### src/rtl/wb_pkg.sv
// Shared write-back definitions: datapath widths and the long-path queue entry.
package wb_pkg;

    localparam int WordLen    = 32;
    localparam int RegAddrLen = 5;

    // One queued long-path result; kill marks an entry made stale by a later ALU write.
    typedef struct packed {
        logic [RegAddrLen-1:0] regIdx;
        logic [WordLen-1:0]    data;
        logic                  kill;
    } wb_entry_t;

endpackage

### src/rtl/wb_fifo.sv
// Circular buffer for long-path write-back results with per-entry cancellation by register index.
module wb_fifo
    import wb_pkg::*;
#(
    parameter int FifoDepth = 4
) (
    input  logic                          clk,
    input  logic                          rst,
    input  logic                          pushEn,
    input  wb_entry_t                     pushEntry,
    input  logic                          popEn,
    input  logic                          killEn,
    input  logic [RegAddrLen-1:0]         killReg,
    output wb_entry_t                     head,
    output logic [$clog2(FifoDepth):0]    count,
    output logic                          full,
    output logic                          empty
);

    localparam int PtrW = $clog2(FifoDepth);
    localparam int CntW = PtrW + 1;
    localparam logic [CntW-1:0] FullCount = CntW'(FifoDepth);

    wb_entry_t          mem [FifoDepth];
    logic [PtrW-1:0]    wrPtr;
    logic [PtrW-1:0]    rdPtr;

    assign head  = mem[rdPtr];
    assign full  = (count == FullCount);
    assign empty = (count == '0);

    // Pointer and occupancy bookkeeping; pointers wrap naturally at the power-of-two depth.
    always_ff @(posedge clk) begin
        if (rst) begin
            wrPtr <= '0;
            rdPtr <= '0;
            count <= '0;
        end else begin
            if (pushEn) wrPtr <= wrPtr + 1'b1;
            if (popEn)  rdPtr <= rdPtr + 1'b1;
            case ({pushEn, popEn})
                2'b10:   count <= count + 1'b1;
                2'b01:   count <= count - 1'b1;
                default: count <= count;
            endcase
        end
    end

    // Entry storage: cancel stale entries first, then let a push overwrite its slot with a fresh entry.
    always_ff @(posedge clk) begin
        if (rst) begin
            for (int i = 0; i < FifoDepth; i++) mem[i].kill <= 1'b0;
        end else begin
            for (int i = 0; i < FifoDepth; i++) begin
                if (killEn && (mem[i].regIdx == killReg)) mem[i].kill <= 1'b1;
            end
            if (pushEn) mem[wrPtr] <= pushEntry;
        end
    end

endmodule

### src/rtl/writeback_unit.sv
// Write-back arbiter: ALU results take priority, long-path results queue and drain when the ALU is idle.
module writeback_unit #(
    parameter int WordLen    = wb_pkg::WordLen,
    parameter int RegAddrLen = wb_pkg::RegAddrLen,
    parameter int FifoDepth  = 4
) (
    input  logic                          clk,
    input  logic                          rst,
    input  logic                          aluWbValid,
    input  logic [RegAddrLen-1:0]         aluWbReg,
    input  logic [WordLen-1:0]            aluWbData,
    input  logic                          memWbValid,
    output logic                          memWbReady,
    input  logic [RegAddrLen-1:0]         memWbReg,
    input  logic [WordLen-1:0]            memWbData,
    output logic                          regWrite,
    output logic [RegAddrLen-1:0]         writeRegister,
    output logic [WordLen-1:0]            writeData,
    output logic [$clog2(FifoDepth):0]    fifoCount,
    output logic                          busy
);

    import wb_pkg::*;

    logic      aluActive;
    logic      memAccept;
    logic      pushEn;
    logic      popEn;
    logic      fifoFull;
    logic      fifoEmpty;
    wb_entry_t pushEntry;
    wb_entry_t headEntry;

    // An ALU write to r0 is treated as no ALU activity at all.
    assign aluActive  = aluWbValid && (aluWbReg != '0);
    // Ready comes from registered occupancy only, so a same-cycle pop never opens a slot early.
    assign memWbReady = !rst && !fifoFull;
    assign memAccept  = memWbValid && memWbReady;
    // Accepted r0 writes and writes shadowed by a same-cycle ALU write to the same register are dropped.
    assign pushEn     = memAccept && (memWbReg != '0) && !(aluWbValid && (aluWbReg == memWbReg));
    assign popEn      = !aluActive && !fifoEmpty;
    assign pushEntry  = '{regIdx: memWbReg, data: memWbData, kill: 1'b0};
    assign busy       = (fifoCount != '0);

    wb_fifo #(
        .FifoDepth (FifoDepth)
    ) uFifo (
        .clk       (clk),
        .rst       (rst),
        .pushEn    (pushEn),
        .pushEntry (pushEntry),
        .popEn     (popEn),
        .killEn    (aluActive),
        .killReg   (aluWbReg),
        .head      (headEntry),
        .count     (fifoCount),
        .full      (fifoFull),
        .empty     (fifoEmpty)
    );

    // Register-file write port: ALU first, then the queue head (killed heads drain silently).
    always_ff @(posedge clk) begin
        if (rst) begin
            regWrite      <= 1'b0;
            writeRegister <= '0;
            writeData     <= '0;
        end else if (aluActive) begin
            regWrite      <= 1'b1;
            writeRegister <= aluWbReg;
            writeData     <= aluWbData;
        end else if (popEn) begin
            regWrite      <= !headEntry.kill;
            writeRegister <= headEntry.regIdx;
            writeData     <= headEntry.data;
        end else begin
            regWrite      <= 1'b0;
        end
    end

endmodule

### config.mk
export PLATFORM = sky130hd
export DESIGN_NAME = writeback_unit
export DESIGN_NICKNAME = d
export VERILOG_FILES = /design/src/rtl/wb_pkg.sv /design/src/rtl/wb_fifo.sv /design/src/rtl/writeback_unit.sv
export SDC_FILE = /design/constraint.sdc
export NUM_CORES = 1
export LEC_CHECK = 0
export ABC_AREA = 1
export CORE_ASPECT_RATIO = 0.7
export CORE_UTILIZATION = 50
export CTS_CLUSTER_SIZE = 12
export DETAILED_ROUTE_END_ITERATION = 8
export PLACE_DENSITY = 0.74
export SYNTH_ARGS = -nofsm -noshare
export SYNTH_HDL_FRONTEND = slang
export SYNTH_SLANG_ARGS = --single-unit
### constraint.sdc
create_clock -name clk -period 3.6 [get_ports clk]
set_input_delay 0.36 -clock clk [delete_from_list [all_inputs] [get_ports clk]]
set_output_delay 0.36 -clock clk [all_outputs]
set_load 0.005 [all_outputs]
### Word level (Yosys, flattened, before mapping)

Memories as Yosys holds them, arrays and structs flattened. A register that Yosys moved wholly into a read port is not among the register bits.
Index checks and enable logic that the tools add are counted.

* bits in registers: 45
* bits in latches: 0
* bits in writable memories: 152
* memory bits (read-only): 0
* input port bits: 78
* output and inout bits: 43
* word-level logic and storage cells: 76
* memories kept: 1

Memory list
* uFifo.mem: words 4, bits a word 38, rd ports 5, clocked after Yosys merged registers in 1, write ports 5, line wb_fifo.sv:24 `wb_entry_t mem [FifoDepth];`

* $add $sub $neg: 4
* multipliers: 0
* divide/modulo/power cells: 0
* order comparisons: 0
* equality and inequality tests: 8
* shift operators: 0
* muxes and demuxes: 30
* bitwise logic cells: 4
* reductions and logical operators: 23

Operators with widths (number)
* 32-bit two-way mux: 2
* 5-bit equality test: 5
* 1-bit two-way mux: 23
* 1-bit logical AND: 11
* 5-bit two-way mux: 2
* 5-bit nonzero test: 2
* 1-bit logical NOT: 6
* 3-bit one-hot mux with 2 select lines: 1
* 2-bit by 1-bit adder with 2-bit output (second input constant): 2
* 2-bit two-way mux: 2
* 1-bit OR: 4
* 2-bit nonzero test: 2
* 3-bit by 1-bit adder with 3-bit output (second input constant): 1
* 3-bit equality test (second input constant): 1
* 3-bit logical NOT: 1
* 3-bit nonzero test: 1
* 3-bit by 1-bit subtractor with 3-bit output (second input constant): 1
* 2-bit by 1-bit equality test with 1-bit output (second input constant): 1
* 2-bit equality test (second input constant): 1

### Longest topological paths before layout

* depth in word-level cells: 9
* gate-level depth with buffers: 15
* depth with buffers taken out: 14

### Modules after synthesis

A second synthesis with hierarchy kept.

* cell total of the unflattened synthesis: 925
* area, all modules: 8787.2 um^2

Modules (own cells, without submodules)
* wb_fifo: instances 1, cells each 537, area an instance 6478.7 um^2, sequential area each 4714.5 um^2
* writeback_unit: instances 1, cells each 388, area an instance 2308.5 um^2, sequential area each 760.7 um^2

### Worst setup path after synthesis

No wires, ideal clock.

* path kind: flip-flop to flip-flop
* from: reg uFifo.count[0]
* to: mem uFifo.mem[0][10] (netlist name), enable pin
* library setup time: 0.433 ns
* arrival: 2.660 ns
* data required time: 3.167 ns
* setup slack: 0.508 ns
* cell stages (with the launch flop): 8
* buffers on the path: 1
* cells stage by stage: dfxtp_1 > inv_1 > nand3_1 > nand3_1 > nor2_1 > nand2_1 > buf_4 > nor2_1

RTL lines
* start, declared: line wb_fifo.sv:15 `output logic [$clog2(FifoDepth):0] count,`
* start signal, assigned: line wb_fifo.sv:42 `2'b10: count <= count + 1'b1;`
* start signal, assigned: line wb_fifo.sv:43 `2'b01: count <= count - 1'b1;`
* start signal, assigned: line wb_fifo.sv:44 `default: count <= count;`
* end, declared: line wb_fifo.sv:24

==> out/results.txt <==
CP top delay family: buffers and inverters
area of the multi-input gates: 2350 um^2
count leader, synth: edfxtp_1
Critical Path RT: 3.71 ns
pin count of the biggest net entering global routing: 79
outcome: finished, final reports clean
Crit path arrival time: 2.50 ns
number of synthesized flops with an enable pin: 148
slowest CP cell: clkdlybuf4s50_1
global routing usage on met1: 32.8%
IO Port Bufs: 120
clock root cell: clkbuf_16
met2 Track Usage GR: 36.9%
syn nets: 848
Rel. slew slack: 32.6%
chip height: 110 um
setup TNS: 0 ns
Tot GR Track Use: 23.3%
maximum vdd drop: 367 uV
commonest cells in the netlist: edfxtp_1 (148), nand2_1 (145), o21ai_0 (85), nor2_1 (69), dfxtp_1 (51)
vias in the first global route: 5614
GPL Wtd Cong: 0.864
initial core utilization: 52.2%
Tmin final: 2.39 ns
Crit Path Class: primary input to flip-flop
Syn Std Cell Area: 8260 um^2
max_cap viols: 0
WL/cell: 17.1 um
Final Max Tran Viols: 0
min-delay worst type: flip-flop to flip-flop
CP peak stage delay: 0.75 ns
Main synth FF type: edfxtp_1
Final Hold Viols: 0
HP Start: uFifo.mem[1][0]$_SDFF_PP0_
final worst slack: 1.21 ns
synth top area cells: edfxtp_1 (54%), dfxtp_1 (12%), nand2_1 (6.6%)
ANT cells: 0
Final nets: 954
CP cell instances: clkdlybuf4s50_1, nand2_1, nand2_1, nor2_1, nand3_1, nand2_1, buf_4, nor2_4, buf_12
P&R area growth vs syn: 24.1%
grt total ovfl: 0
syn_area_per_cell: 10.8 um^2
Placed Cells incl. Taps: 1072
Worst Setup SP: aluWbReg[3]
number of synthesized register bits: 199
WP buf/inv: 3
crit start category: primary input
met3 Usage GRT: 5.28%
fraction of registers with async set or reset after synthesis: 0%
crit path max fanout: 29
Place WS: 0.778 ns
CTS tree: done
Die Wd: 156 um
register area share after synthesis: 66.2%
Yosys top cell area share: 53.8%
Tcrit/Tclk final: 66.4%
layout cell share with drive strength beyond 1: 8.14%
Final Skew: 0.00897 ns
r2r startpoint: uFifo.count[0]$_SDFFE_PP0P_
number of fillers in the final layout: 1208
number of buffers created by CTS: 17
post-route insts no fill: 1104
Synth Instances: 765
global-route wire length before repair: 29700 um
area leader, netlist: edfxtp_1
PwrDens: 597 nW/um^2
Seq. cell area: 5470 um^2
Post-CTS Setup Repair Bufs: 0
clk slew on worst S/H paths: 0.07 ns
Netlist cell types: 38
DRT Pass-1 Iters: 5
Hold Slack: 0.454 ns
DRT iter0 DRCs: 478
die area: 17000 um^2
dpl hpwl: 11400 um
CTS resizes: 0
worst slew pin tran: 1.01 ns
static leakage: 3.78 nW
Crit. End Element: flip-flop
antenna violations before repair: 1
clock tree buffer depth: 2
Yosys warning total: 0
Setup violations, final: 0
GRT busiest layer: met2
vias per cell: 5.32
Row Count: 38
RSZ-0062 raised after global routing: false
I/O pin cnt: 121
CTS Hold Bufs: 0
drt drc: 0
H-tree Lvls: 4
Max Freq: 0.419 GHz
Routed Antenna Nets: 0
Clock Sinks: 199
worst-skew pair later-pin latency: 0.42 ns
drt total wl: 18800 um
CP most frequent cell: nand2_1
core area: 15800 um^2
via count: 5878
[layout make-up]
type	instances	area share (%)
Clock buffer	18	4.19
Clock inverter	14	1.75
Inverter	53	1.97
Multi-Input combinational cell	466	23.0
Sequential cell	199	53.3
Tap cell	220	2.69
Timing Repair Buffer	134	13.1
[worst min-delay path: cells and delay by family, from the launching register on]
family,cells,cell delay [ns]
flip-flops,1,0.31
buffers and inverters,1,0.05
AO/OA/AOI/OAI,1,0.05
[placed cells by master (no fill, tap or decap), types with 6 or more instances in the layout]
cell type,count
nand3_1,28
o21ai_0,85
dfxtp_1,50
nand2_1,145
nor2_1,65
clkdlybuf4s50_1,120
xor2_1,15
o21ai_1,13
inv_1,43
buf_4,11
inv_6,6
inv_2,9
o221ai_1,6
a21oi_1,48
clkbuf_16,17
edfxtp_1,148
o22ai_1,16
[state kept, by name, indices dropped and copies added (netlist names), named ones only]
name / flops
uFifo.mem: 152
writeData: 32
writeRegister: 5
uFifo.count: 3
uFifo.rdPtr: 2
uFifo.wrPtr: 2
regWrite: 1
[where the power goes]
part	switching (W)	internal, W	total [W]	leakage, nW
logic	0.000848	0.000579	0.00143	1.72
clock network	0.000886	0.00106	0.00195	0.295
registers	0.0000947	0.00265	0.00275	1.76
total	0.00183	0.00429	0.00612	3.78
[worst paths after layout]
| kind | slack (ns) | end | cells after the start |
|---|---|---|---|
| worst max-delay path | 1.21 | uFifo.mem[0][5]$_DFFE_PP_ | 9 |
| worst min-delay path | 0.45 | uFifo.mem[1][0]$_SDFF_PP0_ | 2 |
| worst max register to register | 1.31 | uFifo.mem[0][5]$_DFFE_PP_ | 8 |
| worst min register to register | 0.45 | uFifo.mem[1][0]$_SDFF_PP0_ | 2 |
[routing by layer]
layer	wire length [um]	vias up	share of wire [%]
li1	-	2852	-
met1	8760	2772	46
met2	8620	232	46
met3	1260	20	6.7
met4	187	2	0.99
met5	11	-	0.058
[cells by family after synthesis]
kind of cell / Yosys count / share of synthesized area, %
and+or+nand+nor: 257 / 12.9
xor gates and xnor gates: 20 / 2.12
AOI/OAI and AO/OA: 184 / 12.2
DFF: 199 / 66.2
buffers and inverters: 100 / 5.71
adders and majority gates: 5 / 0.848
[metrics by stage]
stage	total power [W]	instance area [um^2]	utilization (%)
global placement	0.00420	9640	60.9
CTS	0.00616	10200	64.7
floorplan	0.00364	8260	-
global route	0.00642	10200	64.7
detailed placement	0.00422	9640	60.9
finish	0.00612	10200	64.7
No activity file was read; power rests on OpenSTA's default activity.
